File: config.mk
export PLATFORM = sky130hd
export DESIGN_NAME = mem_stage_ctrl
export DESIGN_NICKNAME = d
export VERILOG_FILES = /design/src/rtl/cpu_types_pkg.sv /design/src/rtl/mem_stage_pkg.sv /design/src/rtl/sat_counter.sv /design/src/rtl/mem_stage_ctrl.sv
export SDC_FILE = /design/constraint.sdc
export NUM_CORES = 1
export LEC_CHECK = 0
export CAP_MARGIN = 25
export CELL_PAD_IN_SITES_DETAIL_PLACEMENT = 0
export CELL_PAD_IN_SITES_GLOBAL_PLACEMENT = 2
export CORE_MARGIN = 3
export CORE_UTILIZATION = 21
export CTS_CLUSTER_DIAMETER = 80
export DETAILED_ROUTE_END_ITERATION = 6
export PLACE_DENSITY_LB_ADDON = 0.05
export SLEW_MARGIN = 20
export SYNTH_ARGS = -nofsm -noshare
export SYNTH_HDL_FRONTEND = slang
export SYNTH_SLANG_ARGS = --single-unit
File: constraint.sdc
create_clock -name CLK -period 1.55 [get_ports CLK]
set_input_delay 0.31 -clock CLK [delete_from_list [all_inputs] [get_ports CLK]]
set_output_delay 0.31 -clock CLK [all_outputs]
set_load 0.05 [all_outputs]
File: src/rtl/cpu_types_pkg.sv
// Shared CPU-wide data types.
package cpu_types_pkg;
    localparam int unsigned WORD_W = 32;
    typedef logic [WORD_W-1:0] word_t;
endpackage

File: src/rtl/mem_stage_pkg.sv
// Types and helpers for the memory-stage access controller.
package mem_stage_pkg;
    typedef enum logic [1:0] {
        IDLE   = 2'd0,
        ACCESS = 2'd1,
        DONE   = 2'd2,
        HALTED = 2'd3
    } mem_stage_state_t;

    // Counter width able to hold the value `timeout` itself.
    function automatic int unsigned tmo_width(input int unsigned timeout);
        return $clog2(timeout + 1);
    endfunction
endpackage

File: src/rtl/sat_counter.sv
// Up-counter that sticks at all-ones; synchronous clear wins over enable.
module sat_counter #(
    parameter int unsigned W = 32
) (
    input  logic         CLK,
    input  logic         nRST,
    input  logic         en,
    input  logic         clr,
    output logic [W-1:0] count
);
    logic [W-1:0] count_q, count_d;

    always_comb begin
        count_d = count_q;
        if (clr) begin
            count_d = '0;
        end else if (en && (count_q != {W{1'b1}})) begin
            count_d = count_q + W'(1);
        end
    end

    always_ff @(posedge CLK or negedge nRST) begin
        if (!nRST) begin
            count_q <= '0;
        end else begin
            count_q <= count_d;
        end
    end

    assign count = count_q;
endmodule

File: src/rtl/mem_stage_ctrl.sv
// Memory-stage controller: issues D-cache requests for the EX/MEM instruction, stalls on
// misses, buffers load data while the pipeline is frozen and retires halt.
module mem_stage_ctrl
    import cpu_types_pkg::*;
    import mem_stage_pkg::*;
#(
    parameter int unsigned TIMEOUT = 1024,
    parameter int unsigned CNT_W   = 32
) (
    input  logic             CLK,
    input  logic             nRST,
    input  logic             pipe_en,
    input  logic             dREN_EX_MEM,
    input  logic             dWEN_EX_MEM,
    input  logic             halt_EX_MEM,
    input  word_t            result_EX_MEM,
    input  word_t            store_data_EX_MEM,
    input  logic             dhit,
    input  word_t            dmemload,
    output logic             dmemREN,
    output logic             dmemWEN,
    output word_t            dmemaddr,
    output word_t            dmemstore,
    output word_t            dmemload_MEM,
    output logic             enable_MEM_WB,
    output logic             flush_MEM_WB,
    output logic             stall_MEM,
    output logic             halt,
    output logic             mem_err,
    output logic [CNT_W-1:0] stall_cycles
);
    localparam int unsigned TMO_W = tmo_width(TIMEOUT);

    mem_stage_state_t state_q, state_d;
    word_t            buf_q, buf_d;
    logic             mem_err_q, mem_err_d;
    logic [TMO_W-1:0] tmo_cnt;

    logic  mop, req_on, en_mwb, stall;
    word_t load_mem;

    // A halting instruction never issues a request.
    assign mop = (dREN_EX_MEM | dWEN_EX_MEM) & ~halt_EX_MEM;

    always_comb begin
        state_d   = state_q;
        buf_d     = buf_q;
        mem_err_d = mem_err_q;
        req_on    = 1'b0;
        en_mwb    = 1'b0;
        stall     = 1'b0;
        load_mem  = '0;

        unique case (state_q)
            IDLE, ACCESS: begin
                if ((state_q == IDLE) && halt_EX_MEM) begin
                    en_mwb = pipe_en;
                    if (pipe_en) state_d = HALTED;
                end else if (mop) begin
                    req_on = 1'b1;
                    if (dhit) begin
                        if (pipe_en) begin
                            en_mwb   = 1'b1;
                            load_mem = dmemload;
                            state_d  = IDLE;
                        end else begin
                            buf_d   = dmemload;
                            state_d = DONE;
                        end
                    end else begin
                        stall   = 1'b1;
                        state_d = ACCESS;
                    end
                end else begin
                    en_mwb  = pipe_en;
                    state_d = IDLE;
                end
            end
            DONE: begin
                load_mem = buf_q;
                if (pipe_en) begin
                    en_mwb  = 1'b1;
                    state_d = IDLE;
                end
            end
            HALTED: begin
                state_d = HALTED;
            end
            default: state_d = IDLE;
        endcase

        if (req_on && dREN_EX_MEM && dWEN_EX_MEM) mem_err_d = 1'b1;
        // Count reads TIMEOUT-1 during the TIMEOUT-th ACCESS cycle.
        if ((state_q == ACCESS) && (tmo_cnt >= TMO_W'(TIMEOUT - 1))) mem_err_d = 1'b1;
    end

    always_ff @(posedge CLK or negedge nRST) begin
        if (!nRST) begin
            state_q   <= IDLE;
            buf_q     <= '0;
            mem_err_q <= 1'b0;
        end else begin
            state_q   <= state_d;
            buf_q     <= buf_d;
            mem_err_q <= mem_err_d;
        end
    end

    sat_counter #(
        .W (TMO_W)
    ) u_tmo_cnt (
        .CLK   (CLK),
        .nRST  (nRST),
        .en    (state_q == ACCESS),
        .clr   (state_q != ACCESS),
        .count (tmo_cnt)
    );

    sat_counter #(
        .W (CNT_W)
    ) u_stall_cnt (
        .CLK   (CLK),
        .nRST  (nRST),
        .en    (stall),
        .clr   (1'b0),
        .count (stall_cycles)
    );

    // Reset gates the control outputs so an in-flight request drops immediately.
    assign dmemREN       = req_on & ~dWEN_EX_MEM & nRST;
    assign dmemWEN       = req_on & dWEN_EX_MEM & nRST;
    assign dmemaddr      = result_EX_MEM;
    assign dmemstore     = store_data_EX_MEM;
    assign dmemload_MEM  = nRST ? load_mem : '0;
    assign enable_MEM_WB = en_mwb & nRST;
    assign stall_MEM     = stall & nRST;
    assign flush_MEM_WB  = stall & nRST;
    assign halt          = (state_q == HALTED);
    assign mem_err       = mem_err_q;
endmodule

==> results of run 1 <==
-- state kept, by name, summed over array words and instances, names as in the netlist, named ones only --
| register | flops |
|---|---|
| u_stall_cnt.count | 32 |
| mem_err | 1 |
| u_tmo_cnt.count | 11 |
| state_q | 1 |
| buf_q | 32 |
-- logic make-up (layout without fill, tap and decap cells) --
group,count (synthesis),after routing
AO/OA/AOI/OAI,53,53
XOR/XNOR,37,37
adder cells (fa/ha/maj),2,2
buffers and inverters,88,238
flip-flops,78,78
multiplexers,33,33
AND/OR/NAND/NOR,146,147
-- final cells by class --
class	instances	area, µm²	share of cell area
timing repair buffer	219	2870	0.348
multi-input combinational	272	2740	0.331
sequential	78	1990	0.240
tap	275	344	0.0416
clock buffer	11	233	0.0282
clock inverter	5	75.1	0.00909
inverter	3	11.3	0.00136
-- worst max path at each step --
stage,to,slack [ns],depth (start not counted)
floorplan,dmemload_MEM[11],-0.30,6
detailed placement,dmemload_MEM[29],-0.80,7
global route,dmemload_MEM[29],-0.69,6
finish,dmemload_MEM[29],-0.62,7
CTS,dmemload_MEM[4],-0.64,6
global placement,dmemload_MEM[29],-0.77,7
-- report_power, final --
part / total, W / internal, W / switching (W)
registers: 0.00288 / 0.00257 / 0.000314
clock network: 0.00227 / 0.00140 / 0.000864
logic: 0.00493 / 0.00261 / 0.00232
-- metrics by stage --
| step | utilization | setup slack (ns) | area, µm² | setup TNS [ns] |
|---|---|---|---|---|
| 3_5_place_dp | 0.345 | -0.804 | 7340 | -59.23 |
| 2_1_floorplan | - | -0.302 | 5080 | -17.56 |
| 4_1_cts | 0.385 | -0.638 | 8190 | -41.48 |
| 5_1_grt | 0.388 | -0.693 | 8260 | -44.48 |
| 3_3_place_gp | 0.345 | -0.773 | 7340 | -58.10 |
| 6_report | 0.388 | -0.619 | 8260 | -37.26 |
-- worst max-delay path: stages, from the launching register on --
cell,delay [ns]
sky130_fd_sc_hd__dfrtp_1,0.39
sky130_fd_sc_hd__buf_4,0.14
sky130_fd_sc_hd__buf_6,0.11
sky130_fd_sc_hd__nor2b_2,0.16
sky130_fd_sc_hd__buf_12,0.17
sky130_fd_sc_hd__a22oi_1,0.30
sky130_fd_sc_hd__nor2b_4,0.08
sky130_fd_sc_hd__buf_12,0.15
-- layout by cell type (no fill, tap or decap), types with 8 or more instances in the layout --
master / synthesis / routed
sky130_fd_sc_hd__dfrtp_2: 0 / 28
sky130_fd_sc_hd__buf_6: 6 / 16
sky130_fd_sc_hd__buf_12: 0 / 82
sky130_fd_sc_hd__nand2_1: 19 / 11
sky130_fd_sc_hd__nor2b_4: 0 / 31
sky130_fd_sc_hd__nand4_1: 18 / 18
sky130_fd_sc_hd__clkbuf_16: 0 / 9
sky130_fd_sc_hd__nand3_2: 4 / 8
sky130_fd_sc_hd__mux2_4: 0 / 33
sky130_fd_sc_hd__dfrtp_1: 78 / 50
sky130_fd_sc_hd__and3_1: 12 / 9
sky130_fd_sc_hd__buf_4: 66 / 80
sky130_fd_sc_hd__clkdlybuf4s50_1: 0 / 35
sky130_fd_sc_hd__xnor2_1: 27 / 24
sky130_fd_sc_hd__a22oi_1: 32 / 32
sky130_fd_sc_hd__xor2_1: 10 / 10
-- layer usage --
layer	vias up	wire length [µm]	part of all wire	GRT usage
li1	1774	-	-	-
met1	1851	6640	0.46	0.163
met2	109	6690	0.47	0.194
met3	22	754	0.053	0.0298
met4	0	207	0.014	0.0391
met5	-	0	0	0
-- repair_timing --
action	in CTS	in global routing
resized for setup	74	22
hold buffers	1	0
buffers inserted	16	6
setup endpoints to repair	100	109
pin swaps	14	32
endpoints found under the hold margin	1	0
cloned	4	0
==> run metrics, run 1 <==
status=finished with violations; violations in the final reports=negative hold slack, negative setup slack; Final period util=1.40; net count of the finished layout=688; via count=3756; Net Count, Synth=542; compound-cell area share of the yosys netlist=0.0799; critical path startpoint category=flop; count of unique library cells instantiated by Yosys=45; largest family of logic cells by synthesized area=simple AND/OR/NAND/NOR gates; synthesis-to-finish area growth=79.5%; share of flip-flops with an asynchronous set or reset=1.00; largest net degree at the start of global routing=47; area share of fa/ha/maj cells after synthesis=0.00544; crit path setup slack, layout=-0.619 ns; drt first pass iters=4; path type of the worst min-delay path=primary input to asynchronous set/reset pin; number of diodes=0; post-synthesis simple-gate area fraction=0.203; cell types occupying the most area after synthesis=sky130_fd_sc_hd__dfrtp_1, sky130_fd_sc_hd__buf_4, sky130_fd_sc_hd__mux2_2; maximum number of buffers from clock root to sink=2; Horiz. Die Dim=154 µm; global-route wire length before repair=23.0 mm; CTS tree=done; Worst slew margin=0.572; Synth area leader=sky130_fd_sc_hd__dfrtp_1; vias in the first global route=4078; total instance count after detailed placement=824; number of flops mapped to enable cells by yosys=0; DRC viols=0; internal reg-to-reg setup slack=-0.41 ns; Worst-path clk slew=0.07 ns; Fillers=2051; synthesized-area fraction occupied by xor and xnor cells=0.0704; total half-perimeter wirelength after legalization and detailed placement=9.70 mm; first element of the critical path=state_q[1]; synthesized cell area=0.00460 mm²; worst-case clock skew=0.0106 ns; routed length per placed instance=16.6 µm; YS warnings=0; dominant synthesized flop cell=sky130_fd_sc_hd__dfrtp_1; logic depth of the worst register-to-register path=11; average vias per placed instance=4.35; Pwr Total=0.0101 W; non-filler instance count after layout=863; starting utilization of the core area=0.216; post-synthesis sequential area ratio=0.424; core area=0.0213 mm²; Num Clock Sinks=78; overall routed net length=14.3 mm; number of failing hold endpoints at the final stage=1; post-route antenna net violation count=0; Arr. time, crit path=1.86 ns; worst reg2reg path endpoint=u_stall_cnt.count[23]; number of antenna violations at the first check in global routing=0; critical path data required time=1.24 ns; Buffers on Ports=109; Chip Height=154 µm; routability congestion estimate=0.707; highest clock frequency the design can meet=0.461 GHz; Skew-Pair Late Insertion Delay=0.34 ns; number of top-level pins=238; number of buffers created by CTS=9; global-route usage over all layers=0.122; standard-cell row count=53; clock tree root driver cell=sky130_fd_sc_hd__clkbuf_16; startpoint of the worst register-to-register path=state_q[1]; worst hold-check slack=-0.0000613 ns; maximum vdd ir drop=727 µV; most numerous cell types in the synthesized netlist=sky130_fd_sc_hd__dfrtp_1, sky130_fd_sc_hd__buf_4, sky130_fd_sc_hd__nor2b_1; GRT overflow=0; crit path capture type=output port; maximum net fanout on the critical path=31; endpoints failing setup=101; number of DRC markers in iteration 0=124; Pwr per Cell Area=1220 mW/mm²; Synth top area share=0.424; Gate Count Post-Synth=437; multiplexer area fraction after synthesis=0.0807; shortest period the worst path allows=2.17 ns; kind of critical path=flop to output port; Max Cap Viol=0; share of cells above drive strength 1=0.595; die area=0.0237 mm²; H-tree depth=3; RSZ-0062 raised after global routing=yes; post-synthesis average cell area=10.5 µm²; LEAKAGE=3.53 nW; synthesis-stage register bit count=78; slew at the pin closest to its max-slew limit=0.641 ns; most frequently used cell type in the post-synthesis netlist=sky130_fd_sc_hd__dfrtp_1; total count of max-transition violations in the final report=0
Note: power is estimated with default switching activity, not from simulation.
==> run 2, diff against run 1 <==
Settings changed: CELL_PAD_IN_SITES_DETAIL_PLACEMENT 0 to 1, CORE_UTILIZATION 21 to 33, DONT_BUFFER_PORTS set to 1.
==> run 2 against run 1 <==
- the flow still finishes with violations (negative hold slack, negative setup slack)
- fmax is 0.95% higher
- critical path type unchanged
- clock power is 4% lower
- utilization rose by 14 points
==> run metrics, run 2 (synthesis gave the netlist of run 1 again) <==
maximum number of buffers from clock root to sink=2 (unchanged); area of the multi-input gates=0.00277 mm² (+1.1%); DRC viols=0 (unchanged); drt first pass iters=4 (unchanged); total instance count after detailed placement=647 (-21%); core area=0.0135 mm² (-37%); clock tree root driver cell=sky130_fd_sc_hd__clkbuf_16; most frequent standard cell in the layout excluding fill and tap cells=sky130_fd_sc_hd__buf_4; highest clock frequency the design can meet=0.465 GHz (+0.95%); number of diodes=0 (unchanged); via count=3501 (-6.8%); share of cells above drive strength 1=0.626 (+0.0310); average vias per placed instance=5.10 (+17%); die area=0.0154 mm² (-35%); Worst-path clk slew=0.06 ns (about the same); CTS tree=done; critical path startpoint category=flop; post-route antenna net violation count=0 (unchanged); CP peak stage delay=0.38 ns (about the same); Final period util=1.39 (-0.0132); shortest period the worst path allows=2.15 ns (-0.0204 ns); Num Clock Sinks=78 (unchanged); commonest non-fill, non-tap cells in the layout=sky130_fd_sc_hd__buf_4, sky130_fd_sc_hd__dfrtp_1, sky130_fd_sc_hd__buf_12; logic depth of the worst register-to-register path=10 (-1); Chip Height=124 µm (-19%); routability congestion estimate=0.750 (+6.0%); startpoint of the worst register-to-register path=state_q[1]; number of DRC markers in iteration 0=137 (+10%); Max Cap Viol=0 (unchanged); net count of the finished layout=611 (-11%); number of buffers created by CTS=9 (unchanged); path type of the worst min-delay path=primary input to asynchronous set/reset pin; LEAKAGE=3.10 nW (-12%); crit path setup slack, layout=-0.599 ns (+0.0204 ns); synthesis-to-finish area growth=53.6%; crit path capture type=output port; maximum net fanout on the critical path=32 (+3.2%); worst reg2reg path endpoint=u_stall_cnt.count[23]; global-route usage over all layers=0.179 (+0.0569); vias in the first global route=3834 (-6.0%); cells along the critical path=or2_4 -> nor3_4 -> buf_12 -> a22oi_1 -> nor2b_4 -> buf_12; worst hold-check slack=-0.339 ns (-0.339 ns); Horiz. Die Dim=124 µm (-19%); overall routed net length=13.7 mm (-4.2%); non-filler instance count after layout=687 (-20%); Pwr per Cell Area=1360 mW/mm² (+11%); starting utilization of the core area=0.342 (+0.126); sequential cell area in the final layout=0.00199 mm² (unchanged); kind of cell adding the most delay to the critical path=simple AND/OR/NAND/NOR gates; H-tree depth=3 (unchanged); total buffers and inverters traversed by the critical path=2 (-2); slew at the pin closest to its max-slew limit=0.331 ns (-0.311 ns); worst-case clock skew=0.00786 ns (-0.00277 ns); GRT overflow=0 (unchanged); total count of max-transition violations in the final report=0 (unchanged); Arr. time, crit path=1.84 ns (-0.02 ns); post-layout utilization of the core=0.526 (+0.138); dominant cell type by count on the critical path=sky130_fd_sc_hd__buf_12; internal reg-to-reg setup slack=-0.36 ns (+0.05 ns); Fillers=1385 (-32%); number of antenna violations at the first check in global routing=0 (unchanged); maximum vdd ir drop=791 µV (+8.8%); number of failing hold endpoints at the final stage=78 (+77); global-route wire length before repair=21.3 mm (-7.4%); Skew-Pair Late Insertion Delay=0.34 ns (about the same); kind of critical path=flop to output port; slowest CP cell=sky130_fd_sc_hd__dfrtp_1; routed length per placed instance=19.9 µm (+20%); violations in the final reports=negative hold slack, negative setup slack; Worst slew margin=0.778 (+0.205); Buffers on Ports=0 (-100%); largest net degree at the start of global routing=113 (+140%); critical path data required time=1.24 ns (about the same); total half-perimeter wirelength after legalization and detailed placement=9.20 mm (-5.2%); RSZ-0062 raised after global routing=yes; worst slack at placement=-0.220 ns (+0.584 ns); number of top-level pins=238 (unchanged); status=finished with violations; standard-cell row count=42 (-21%); endpoints failing setup=95 (-5.9%)
-- run 2: worst max path at each step --
| stage | from | end | slack (ns) | cells past startpoint |
|---|---|---|---|---|
| CTS | state_q[1] | dmemload_MEM[27] | -0.58 | 6 |
| global placement | state_q[1] | dmemload_MEM[1] | -0.19 | 6 |
| finish | state_q[1] | dmemload_MEM[27] | -0.60 | 6 |
| floorplan | state_q[1] | dmemload_MEM[11] | -0.30 | 6 |
| global route | state_q[1] | dmemload_MEM[27] | -0.65 | 6 |
| detailed placement | state_q[1] | dmemload_MEM[27] | -0.22 | 6 |
-- run 2: layout make-up --
| type | instances | share of cell area |
|---|---|---|
| Inverter | 3 | 0.00159 |
| Tap cell | 176 | 0.0311 |
| Timing Repair Buffer | 143 | 0.252 |
| Clock buffer | 12 | 0.0363 |
| Multi-Input combinational cell | 271 | 0.391 |
| Sequential cell | 78 | 0.281 |
| Clock inverter | 4 | 0.00637 |
-- run 2: metrics by stage --
| step | cell area, µm² | total power, W | TNS [ns] |
|---|---|---|---|
| 2_1_floorplan | 5080 | 0.00577 | -17.56 |
| 3_3_place_gp | 6100 | 0.00673 | -10.10 |
| 3_5_place_dp | 6100 | 0.00681 | -13.23 |
| 4_1_cts | 6920 | 0.00962 | -37.40 |
| 5_1_grt | 7070 | 0.0101 | -37.20 |
| 6_report | 7070 | 0.00961 | -31.18 |
-- run 2: worst register-to-register path, stage by stage, from the launching register on --
cell and delay [ns]:
sky130_fd_sc_hd__dfrtp_1 0.38, sky130_fd_sc_hd__buf_4 0.14, sky130_fd_sc_hd__buf_6 0.11, sky130_fd_sc_hd__buf_6 0.12
sky130_fd_sc_hd__nor2_4 0.12, sky130_fd_sc_hd__buf_6 0.11, sky130_fd_sc_hd__and4_4 0.23, sky130_fd_sc_hd__buf_6 0.13
sky130_fd_sc_hd__nand2_8 0.06, sky130_fd_sc_hd__nor4b_4 0.27, sky130_fd_sc_hd__xor2_1 0.16
-- run 2: what timing repair did --
item / 4_1_cts / 5_1_grt
gates resized for setup: 71 / 28
buffers inserted: 19 / 9
cloned: 3 / 0
pin swaps: 34 / 30
setup endpoints to repair: 95 / 110
hold endpoints to repair: 78 / 78
-- run 2: layer usage --
| layer | GRT usage | vias to the layer above | share of wire |
|---|---|---|---|
| li1 | - | 1616 | - |
| met3 | 0.0540 | 31 | 0.083 |
| met2 | 0.284 | 110 | 0.48 |
| met4 | 0.0698 | 0 | 0.021 |
| met1 | 0.229 | 1744 | 0.42 |
| met5 | 0 | - | 0 |
-- run 2: report_power, final --
part,internal [W],total (W),switching (W)
clock network,0.00133,0.00218,0.000848
logic,0.00234,0.00455,0.00222
registers,0.00257,0.00288,0.000310
total,0.00623,0.00961,0.00338
==> run 3, diff against run 2 <==
Settings changed: CORE_ASPECT_RATIO set to 1.2.
==> run 3 against run 2 <==
- the flow still finishes with violations (negative hold slack, negative setup slack)
- via count grew 3.3%
- combinational power is essentially flat
- clock-buffer cell count up 2
- critical path depth up 1
- worst setup slack got worse by 0.029 ns
- non-clock buffer count rose by 7
- utilization grew 1.2 points
- global-route usage rose by 0.40 points
- clock skew down 0.00074 ns
- clock power is 3% lower
- highest routed layer unchanged
==> run metrics, run 3 (synthesis gave the netlist of run 1 again) <==
status=finished with violations; violations in the final reports=negative hold slack, negative setup slack; Buffers on Ports=0 (unchanged); via count=3618 (+3.3%); number of buffers created by CTS=9 (unchanged); maximum vdd ir drop=600 µV (-24%); routability congestion estimate=0.768 (+2.5%); top layer reached by signal wires=met4; Num Clock Sinks=78 (unchanged); LEAKAGE=3.15 nW (+1.6%); first element of the critical path=state_q[1]; core area=0.0134 mm² (-0.32%); RSZ-0062 raised after global routing=yes; worst reg2reg path endpoint=buf_q[14]; endpoints failing setup=98 (+3.2%); total buffers and inverters traversed by the critical path=3 (+1); Arr. time, crit path=1.87 ns (+0.03 ns); slew at the pin closest to its max-slew limit=0.344 ns (+0.0130 ns); routed wire length on met2=7.11 mm (+8.8%); internal reg-to-reg setup slack=-0.26 ns (+0.10 ns); Worst slew margin=0.771 (-0.00700); worst setup path endpoint=dmemload_MEM[16]; Horiz. Die Dim=114 µm (-8.3%); cells along the critical path=or2_4 -> nor3_4 -> buf_12 -> clkbuf_16 -> a22oi_2 -> nor2b_4 -> buf_12; slowest CP cell=sky130_fd_sc_hd__dfrtp_1; clock tree root driver cell=sky130_fd_sc_hd__clkbuf_16; most frequent standard cell in the layout excluding fill and tap cells=sky130_fd_sc_hd__buf_4; drt first pass iters=4 (unchanged); die area=0.0154 mm² (about the same); total half-perimeter wirelength after legalization and detailed placement=8.69 mm (-5.6%); largest net degree at the start of global routing=113 (unchanged); kind of cell adding the most delay to the critical path=simple AND/OR/NAND/NOR gates; CP peak stage delay=0.38 ns (about the same); Pwr per Cell Area=1340 mW/mm² (-1.7%); worst-case clock skew=0.00711 ns (-0.000744 ns); kind of critical path=flop to output port; critical path data required time=1.24 ns (about the same); crit path capture type=output port; average vias per placed instance=5.27 (+3.3%); routed length per placed instance=20.1 µm (+0.70%); number of antenna violations at the first check in global routing=0 (unchanged); Chip Height=135 µm (+9.1%); starting utilization of the core area=0.343 (+0.00109); logic depth of the worst register-to-register path=7 (-3); sequential cell area in the final layout=0.00199 mm² (unchanged); shortest period the worst path allows=2.18 ns (+0.0294 ns); standard-cell row count=46 (+9.5%); path type of the worst min-delay path=primary input to asynchronous set/reset pin; CP Depth=7 (+1); global-route wire length before repair=22.2 mm (+4.2%); total count of max-transition violations in the final report=0 (unchanged); crit path setup slack, layout=-0.628 ns (-0.0294 ns); sum of negative setup slack=-31.18 ns (-0.00830 ns); DRT met1 WL=5.49 mm (-4.3%); worst hold-check slack=-0.338 ns (+0.00153 ns); overall routed net length=13.8 mm (+0.70%); net count of the finished layout=619 (+1.3%); number of DRC markers in iteration 0=152 (+11%); Pwr Total=0.00962 W (+0.17%); highest clock frequency the design can meet=0.459 GHz (-1.4%); commonest non-fill, non-tap cells in the layout=sky130_fd_sc_hd__buf_4, sky130_fd_sc_hd__dfrtp_1, sky130_fd_sc_hd__buf_12; critical path startpoint category=flop; GRT overflow=0 (unchanged); maximum number of buffers from clock root to sink=2 (unchanged); dominant cell type by count on the critical path=sky130_fd_sc_hd__buf_12; Worst-path clk slew=0.06 ns (about the same); Fillers=1357 (-2.0%); global-route usage over all layers=0.183 (+0.00398); share of cells above drive strength 1=0.653 (+0.0270); CTS tree=done; Max Cap Viol=0 (unchanged); number of diodes=0 (unchanged); number of failing hold endpoints at the final stage=78 (unchanged); vias in the first global route=4038 (+5.3%); Skew-Pair Late Insertion Delay=0.34 ns (about the same); number of top-level pins=238 (unchanged); synthesis-to-finish area growth=56.6%; DRC viols=0 (unchanged); worst slack at placement=-0.217 ns (+0.00293 ns); startpoint of the worst register-to-register path=state_q[1]; maximum net fanout on the critical path=8 (-75%); area of the multi-input gates=0.00288 mm² (+3.9%); Final period util=1.41 (+0.0190); routed length on met3=961 µm (-15%); post-route antenna net violation count=0 (unchanged); H-tree depth=3 (unchanged)
run 3: changes by cell type in the layout (fill, tap and decap cells not counted), sizes merged:
cell    delta
buf        +5
nand4      +1
clkbuf     +4
clkinv     -2
run 3: worst reg2reg max path: stages, from the launching register on:
cell	delay [ns]
sky130_fd_sc_hd__dfrtp_1	0.38
sky130_fd_sc_hd__or2_4	0.24
sky130_fd_sc_hd__buf_4	0.13
sky130_fd_sc_hd__buf_6	0.12
sky130_fd_sc_hd__nor3_4	0.21
sky130_fd_sc_hd__buf_6	0.16
sky130_fd_sc_hd__buf_12	0.15
sky130_fd_sc_hd__mux2_4	0.31
run 3: layout make-up:
cell class              instances  area share
clock buffers                  14      0.0352
clock inverters                 2     0.00486
inverters                       3     0.00156
multi-input cells             272       0.399
flip-flops and latches         78       0.276
well taps                     168      0.0292
repair buffers                150       0.255
run 3: timing repair:
action                                  in CTS  in global routing
gates cloned                                 5                  2
hold endpoints to repair                    78                 78
setup buffers                               25                  6
resized for setup                           83                 51
pin swaps                                   33                 39
endpoints found under the setup margin     101                107
run 3: worst min path at each step:
stage	start	end	slack, ns	depth (start not counted)
floorplan	nRST	asynchronous set/reset pin	0.01	0
global placement	nRST	buf_q[8]	0.02	0
detailed placement	nRST	buf_q[8]	0.02	0
CTS	nRST	buf_q[8]	-0.35	0
global route	nRST	buf_q[8]	-0.35	0
finish	nRST	buf_q[8]	-0.34	0
run 3: report_power, final:
part           internal, W  switching, W
logic              0.00234       0.00224
clock network      0.00129      0.000817
registers          0.00257      0.000362
total              0.00620       0.00342
run 3: stage by stage:
| stage | util | instances | hold slack, ns | cell area (µm²) |
|---|---|---|---|---|
| after detailed placement | 0.449 | 637 | 0.0164 | 6020 |
| after CTS | 0.519 | 683 | -0.348 | 6970 |
| after global routing | 0.538 | 687 | -0.353 | 7210 |
| after floorplan | - | 437 | 0.0144 | 5080 |
| final | 0.538 | 687 | -0.338 | 7210 |
| after global placement | 0.449 | 637 | 0.0174 | 6020 |
run 3: routing by layer:
layer	up-vias	GRT usage
met5	-	0
met4	0	0.0502
met3	21	0.0563
met2	129	0.318
met1	1827	0.219
li1	1641	-
